<file path="src/rtl/fetch_unit.sv">
// Fetch stage: owns the PC, issues one group-aligned icache request at a time and queues
// returned groups toward decode. Optional same-cycle bypass: define FETCH_QUEUE_BYPASS_EN.
//
// state  | meaning
// S_REQ  | ready to issue the next group request
// S_WAIT | request accepted, waiting for its response
// S_DROP | request accepted but redirected; its response will be discarded
module fetch_unit #(
    parameter int          FETCH_WIDTH = 4,
    parameter int          QUEUE_DEPTH = 4,
    parameter logic [31:0] RESET_PC    = 32'hBFC0_0000
) (
    input  logic                      clk,
    input  logic                      rst_n,
    input  logic                      redirect_valid,
    input  logic [31:0]               redirect_pc,
    output logic                      icache_req_valid,
    input  logic                      icache_req_ready,
    output logic [31:0]               icache_req_pc,
    input  logic                      icache_resp_valid,
    input  logic [32*FETCH_WIDTH-1:0] icache_resp_inst,
    output logic                      fetch_valid,
    input  logic                      fetch_ready,
    output logic [31:0]               fetch_pc,
    output logic [32*FETCH_WIDTH-1:0] fetch_inst,
    output logic [FETCH_WIDTH-1:0]    fetch_mask
);
    localparam int          IW          = 32 * FETCH_WIDTH;
    localparam int          PTR_W       = $clog2(QUEUE_DEPTH);
    localparam int          CNT_W       = PTR_W + 1;
    localparam logic [31:0] GROUP_BYTES = 32'(4 * FETCH_WIDTH);
    localparam logic [31:0] ALIGN_MASK  = ~(GROUP_BYTES - 32'd1);
    localparam logic [31:0] SLOT_MASK   = 32'(FETCH_WIDTH) - 32'd1;
    localparam logic [CNT_W-1:0] DEPTH  = CNT_W'(QUEUE_DEPTH);

    typedef enum logic [1:0] {S_REQ, S_WAIT, S_DROP} state_t;

    state_t             state;
    logic [31:0]        pc_q;
    logic [CNT_W-1:0]   count;
    logic [PTR_W-1:0]   rd_ptr;
    logic [PTR_W-1:0]   wr_ptr;
    logic               run_q;

    logic [31:0]        q_pc   [QUEUE_DEPTH];
    logic [IW-1:0]      q_inst [QUEUE_DEPTH];
    logic [FETCH_WIDTH-1:0] q_mask [QUEUE_DEPTH];

    logic [31:0]        base_pc;
    logic [31:0]        slot_idx;
    logic [FETCH_WIDTH-1:0] new_mask;
    logic               q_empty;
    logic               q_full;
    logic               handshake;
    logic               take;
    logic               bypass;
    logic               push;
    logic               pop;
    logic               unused_bits;

    assign unused_bits = &{1'b0, redirect_pc[1:0]};

    always_comb begin
        base_pc  = pc_q & ALIGN_MASK;
        slot_idx = (pc_q >> 2) & SLOT_MASK;
        new_mask = '0;
        for (int i = 0; i < FETCH_WIDTH; i++) begin
            new_mask[i] = (32'(i) >= slot_idx);
        end
    end

    assign q_empty = (count == '0);
    assign q_full  = (count == DEPTH);

    // run_q keeps the request line low while (and just after) reset is asserted.
    assign icache_req_valid = run_q & (state == S_REQ) & ~q_full & ~redirect_valid;
    assign icache_req_pc    = base_pc;
    assign handshake        = icache_req_valid & icache_req_ready;
    assign take             = (state == S_WAIT) & icache_resp_valid & ~redirect_valid;

`ifdef FETCH_QUEUE_BYPASS_EN
    assign bypass = take & q_empty;
`else
    assign bypass = 1'b0;
`endif

    assign fetch_valid = ~q_empty | bypass;
    assign pop         = ~q_empty & fetch_ready & ~redirect_valid;
    assign push        = take & ~(bypass & fetch_ready);

    always_comb begin
        fetch_pc   = '0;
        fetch_inst = '0;
        fetch_mask = '0;
        if (!q_empty) begin
            fetch_pc   = q_pc[rd_ptr];
            fetch_inst = q_inst[rd_ptr];
            fetch_mask = q_mask[rd_ptr];
        end else if (bypass) begin
            fetch_pc   = base_pc;
            fetch_inst = icache_resp_inst;
            fetch_mask = new_mask;
        end
    end

    always_ff @(posedge clk) begin
        if (push) begin
            q_pc[wr_ptr]   <= base_pc;
            q_inst[wr_ptr] <= icache_resp_inst;
            q_mask[wr_ptr] <= new_mask;
        end
    end

    always_ff @(posedge clk or negedge rst_n) begin
        if (!rst_n) begin
            state  <= S_REQ;
            pc_q   <= RESET_PC;
            count  <= '0;
            rd_ptr <= '0;
            wr_ptr <= '0;
            run_q  <= 1'b0;
        end else begin
            run_q <= 1'b1;
            if (redirect_valid) begin
                pc_q   <= {redirect_pc[31:2], 2'b00};
                count  <= '0;
                rd_ptr <= '0;
                wr_ptr <= '0;
                // A response landing with the redirect retires the outstanding request.
                case (state)
                    S_WAIT:  state <= icache_resp_valid ? S_REQ : S_DROP;
                    S_DROP:  state <= icache_resp_valid ? S_REQ : S_DROP;
                    default: state <= S_REQ;
                endcase
            end else begin
                if (push) wr_ptr <= wr_ptr + 1'b1;
                if (pop)  rd_ptr <= rd_ptr + 1'b1;
                count <= count + CNT_W'(push) - CNT_W'(pop);
                case (state)
                    S_REQ: begin
                        if (handshake) state <= S_WAIT;
                    end
                    S_WAIT: begin
                        if (icache_resp_valid) begin
                            pc_q  <= base_pc + GROUP_BYTES;
                            state <= S_REQ;
                        end
                    end
                    S_DROP: begin
                        if (icache_resp_valid) state <= S_REQ;
                    end
                    default: state <= S_REQ;
                endcase
            end
        end
    end
endmodule

</file>
<file path="config.mk">
export PLATFORM = sky130hd
export DESIGN_NAME = fetch_unit
export DESIGN_NICKNAME = d
export VERILOG_FILES = /design/src/rtl/fetch_unit.sv
export SDC_FILE = /design/constraint.sdc
export NUM_CORES = 1
export LEC_CHECK = 0
export BUFFER_PORTS_ARGS = -buffer_cell sky130_fd_sc_hd__buf_2
export CORE_MARGIN = 10
export CORE_UTILIZATION = 25
export CTS_CLUSTER_DIAMETER = 120
export CTS_CLUSTER_SIZE = 16
export DETAILED_ROUTE_END_ITERATION = 12
export GPL_TIMING_DRIVEN = 0
export HOLD_SLACK_MARGIN = 0.12
export SYNTH_ARGS = -nofsm -noshare
export SYNTH_HDL_FRONTEND = slang
export SYNTH_SLANG_ARGS = --single-unit
export TNS_END_PERCENT = 30
</file>
<file path="constraint.sdc">
create_clock -name clk -period 15.17 [get_ports clk]
set_clock_uncertainty 0.05 [all_clocks]
set_input_delay 2.2755 -clock clk [delete_from_list [all_inputs] [get_ports clk]]
set_output_delay 2.2755 -clock clk [all_outputs]
set_load 0.005 [all_outputs]
</file>
Word-level counts from Yosys, hierarchy flattened
Memories as Yosys holds them, arrays and structs flattened. Index checks and enable logic that the tools add are counted.

Memories: 3. Latch bits: 0. Bits in writable memories: 640. Register bits: 42. ROM bits: 0. Logic and storage cells: 62. Output and inout bits: 198.

Memory list: q_inst (words 4, bits a word 128, rd ports 1, clocked after memory_dff 0, write ports 1, line 46) `logic [IW-1:0] q_inst [QUEUE_DEPTH];`; q_pc (words 4, bits a word 28, rd ports 1, clocked after memory_dff 0, write ports 1, line 45) `logic [31:0] q_pc [QUEUE_DEPTH];`; q_mask (words 4, bits a word 4, rd ports 1, clocked after memory_dff 0, write ports 1, line 47) `logic [FETCH_WIDTH-1:0] q_mask [QUEUE_DEPTH];`.

Shifts and indexed selects: 0. Equality and inequality tests: 5. Div/mod/pow operators: 0. Magnitude comparators: 4. Add/subtract/negate cells: 5. Multiply operators: 0. Reduce and logical (&&, ||, !) cells: 9. Bitwise logic cells: 11. Muxes and demuxes: 19.

Operator list (number): $mux W128 (1); $mux W32 (4); $add A32 B5 Y32 const B (1); $mux W2 (9); $and A1 B1 Y1 (8); $reduce_bool A2 Y1 (4); $add A2 B1 Y2 const B (2); $ge A1 B2 Y1 const A (2); $ge A2 B2 Y1 const A (2); $mux W4 (1); $pmux W2 S2 (1); $reduce_and A2 Y1 (2); $add A3 B1 Y3 (1); $eq A3 B3 Y1 const B (1); $logic_not A3 Y1 (1); $mux W3 (1); $ne A3 B1 Y1 const B (1); $ne A3 B3 Y1 const B (1); $not A1 Y1 (3); $sub A3 B1 Y3 (1); $eq A2 B1 Y1 const B (1); $eq A2 B2 Y1 const B (1); $logic_not A2 Y1 (1); $mux W1 (2); $reduce_or A2 Y1 (1).

Depth between registers and ports, before layout
Word-level depth: 8. Mapped depth: 13. Gate-level depth less buffers: 13.

Worst setup path before layout
No wires, ideal clock.

Path kind: input to register. Start: in redirect_valid. End: mem q_inst[0][0] (netlist bit), enable pin. Setup time: 0.538 ns. Arrival time: 6.492 ns. Setup slack: 8.090 ns. Required time: 14.582 ns. Cell stages on the path: 4. Path buffers: 2. Cell sequence: clkbuf_1 -> clkbuf_1 -> nor2_1 -> and2_1.

Cells in the longest elaborated chain, start to end: 4.

Ends and longest elaborated chain: start, declared (line 15) `input logic redirect_valid,`; $not A1 Y1 (line 79) `assign take = (state == S_WAIT) & icache_resp_valid & ~redirect_valid;`; $and A1 B1 Y1 (line 79); $mux W1 (line 107) `if (push) begin`; $mux W1 (not written as such) (line 109) `q_inst[wr_ptr] <= icache_resp_inst;`; end, declared (line 46).

Every way passes these cells.

Final worst setup path
Start: reg rd_ptr[1]. End: out fetch_pc[13].

Cells in the longest elaborated chain, start to end: 2.

Ends and longest elaborated chain: start, declared (line 41) `logic [PTR_W-1:0] rd_ptr;`; start signal, assigned (line 137) `if (pop) rd_ptr <= rd_ptr + 1'b1;`; $mem_v2 Z4 W28; $mux W32 (line 95) `if (!q_empty) begin`; end, declared (line 24) `output logic [31:0] fetch_pc,`.

Every way passes these cells.

==> results.cfg <==
[routing]
drt_pre_antenna_iters = 4
wl_per_cell_um = 21.5
via_per_inst = 4.29
vias = 13400
ant_nets = 0
drtIter0Drc = 880
wirelength_um = 67300
drc = 0

[clock_tree]
cts_sinks = 676
numCtsBuffers = 48
clkSlewWorstSetupHoldPaths_ns = 0.08
cts_resized = 0
cts_max_level = 2
clock_latency_ns = 0.62
clockBufferDepth = 3
cts_tree = yes
cts_root_buf = clkbuf_16
post_cts_buffers = 0
cts.hold.buffers_added = 0

[sta]
rsz0062_at_grt = false
tightestPinTransition_ns = 1.23
holdWs_ns = 0.472
fin_crit_sh_pct = 41.5
fin_ws_ns = 8.88
timing.setup.tns_ns = 0
relSlewSlack_pct = 17.8
fmax_ghz = 0.159
setup_violations = 0
maxSlewViolCount = 0
finalHoldViolCount = 0
fin_crit_ns = 6.29

[yosys]
synth_cells = 1294
synth_warnings = 0
ys_top_cells_by_area = edfxtp_1 (72%), mux4_2 (14%), and2_1 (3.9%), dfrtp_1 (2.9%), buf_4 (1.1%)
syn_area_per_cell_um2 = 20.4
synth.largest_area_cell = edfxtp_1
ys_seq_elements = 676
async_reset_ff_share_pct = 5.92
synth_cell_type_count = 39
synth_flop_cell = edfxtp_1
yosysSeqAreaShare_pct = 76.1
yosysMostFrequentCell = edfxtp_1
synth.cell_area_um2 = 26400
synth_top_cell_area_share_pct = 72.2
synth_edf_count = 636
synth_common_cells = edfxtp_1 (636), and2_1 (164), mux4_2 (159)

[final_layout]
layout-area-overhead-vs-synth_pct = 19.8
fin_nets = 1896
drive_gt1_share_pct = 38.0
postLayoutCoreUtil_pct = 30.1

[placed_design]
post-place-ws_ns = 9.17
dpl.hpwl_um = 46800
gp_congestion = 0.747
io_buffer_count = 352

[floorplan]
core.rowCount = 119
die_area_um2 = 119000
die_h_um = 345
core_um2 = 105000
io_pins = 364
initial_core_util_pct = 25.2
die_w_um = 345

[power_and_ir_drop]
p_total_mw = 4.10
power.density_nw_per_um2 = 129
peakVddDrop_mv = 0.0797
p_leak_nw = 10.7

[grt]
grt_usage_pct = 11.0
overflow = 0
grt_max_degree = 45
antenna_found_initial = 16
first_global_vias = 14900
grt_pass1_wl_um = 99200

[critical_path]
cp-end-kind = output pin
start_kind = flop
arrival_ns = 3.97
crit_type = flop to output pin
cp_max_fo = 10
critical_path_required_ns = 12.84

[run_status]
outcome = finished, final reports clean

[job]
drv_cap = 0

[hold_path]
hold_path.class = flop to flop
==> worst max-delay path, stage by stage, from the launching register on <==
cell and delay, ns:
dfrtp_1 0.33, clkbuf_1 0.54, clkbuf_1 0.97, buf_1 0.74, mux4_2 0.41, and2_1 0.19
buf_2 0.13
==> layout by cell type (no fill, tap or decap), types with 6 or more instances in the layout <==
cell type | netlist | final
edfxtp_1 | 636 | 636
conb_1 | 2 | 9
buf_16 | 0 | 9
nand4_1 | 6 | 6
o21ai_0 | 13 | 13
nand2_1 | 46 | 46
o21ai_1 | 15 | 15
clkbuf_1 | 41 | 49
clkbuf_16 | 0 | 49
dfstp_2 | 9 | 9
buf_1 | 6 | 6
nor3_1 | 7 | 7
nand3_1 | 7 | 7
xnor2_1 | 23 | 23
buf_12 | 0 | 7
xor2_1 | 9 | 9
inv_1 | 12 | 12
ha_1 | 9 | 9
buf_2 | 18 | 370
dfrtp_1 | 31 | 31
mux4_2 | 159 | 159
nor2_1 | 14 | 14
and2_1 | 164 | 160
buf_4 | 37 | 37
==> cell families (layout without fill, tap and decap cells) <==
family          Yosys count  after routing  synth area share, %
simple gates            265            265                 5.81
compound gates           34             34                0.686
xor+xnor                 32             32                 1.06
other cells               2             12               0.0284
mux                     161            161                 13.6
fa+ha+maj                10             10                0.502
flops                   676            676                 76.1
buf+inv                 114            545                 2.23
==> through the flow <==
step	cells	area, um^2
detailed placement	3061	30400
global route	3124	31700
CTS	3123	31700
finish	3126	31700
floorplan	1301	26500
global placement	3044	30000
==> worst paths after layout <==
check / to / slack [ns] / startpoint / cells past startpoint
max: fetch_pc[13] / 8.88 / rd_ptr[1] / 6
min: state[1] / 0.47 / state[1] / 1
max reg2reg: count[2] / 11.41 / count[1] / 13
min reg2reg: state[1] / 0.47 / state[1] / 1
max in group asynchronous: pc_q[21] / 12.65 / rst_n / 1
min in group asynchronous: pc_q[16] / 1.78 / rst_n / 1
==> area by class of cell <==
type / instances / area [um^2]
Clock inverter: 4 / 33.8
Inverter: 12 / 45.0
Tap cell: 1391 / 1740
Multi-Input combinational cell: 511 / 5780
Fill cell: 10400 / 73400
Sequential cell: 676 / 20100
Timing Repair Buffer: 369 / 2160
Antenna cell: 3 / 7.51
Clock buffer: 58 / 1260
Buffer: 102 / 546
==> per-layer routing <==
metal / GRT usage [%] / wire length [um] / part of all wire (%) / up-vias
met5: 0 / 80 / 0.12 / -
met4: 2.38 / 1170 / 1.7 / 14
met3: 3.58 / 4980 / 7.4 / 73
met2: 18.7 / 33600 / 50 / 388
met1: 13.3 / 27400 / 41 / 7045
li1: - / - / - / 5892
==> power by group <==
part / internal (mW) / switching (mW) / leakage (nW)
Sequential: 2.06 / 0.0231 / 6.21
Clock: 0.582 / 0.606 / 0.628
Combinational: 0.395 / 0.429 / 3.82
Total: 3.04 / 1.06 / 10.7
==> registers in the layout (all words and copies together) (netlist names) <==
register / flops
q_inst: 512
q_pc: 112
pc_q: 30
q_mask: 12
count: 3
rd_ptr: 2
state: 2
wr_ptr: 2
run_q: 1
No activity file was read; power rests on OpenSTA's default activity.
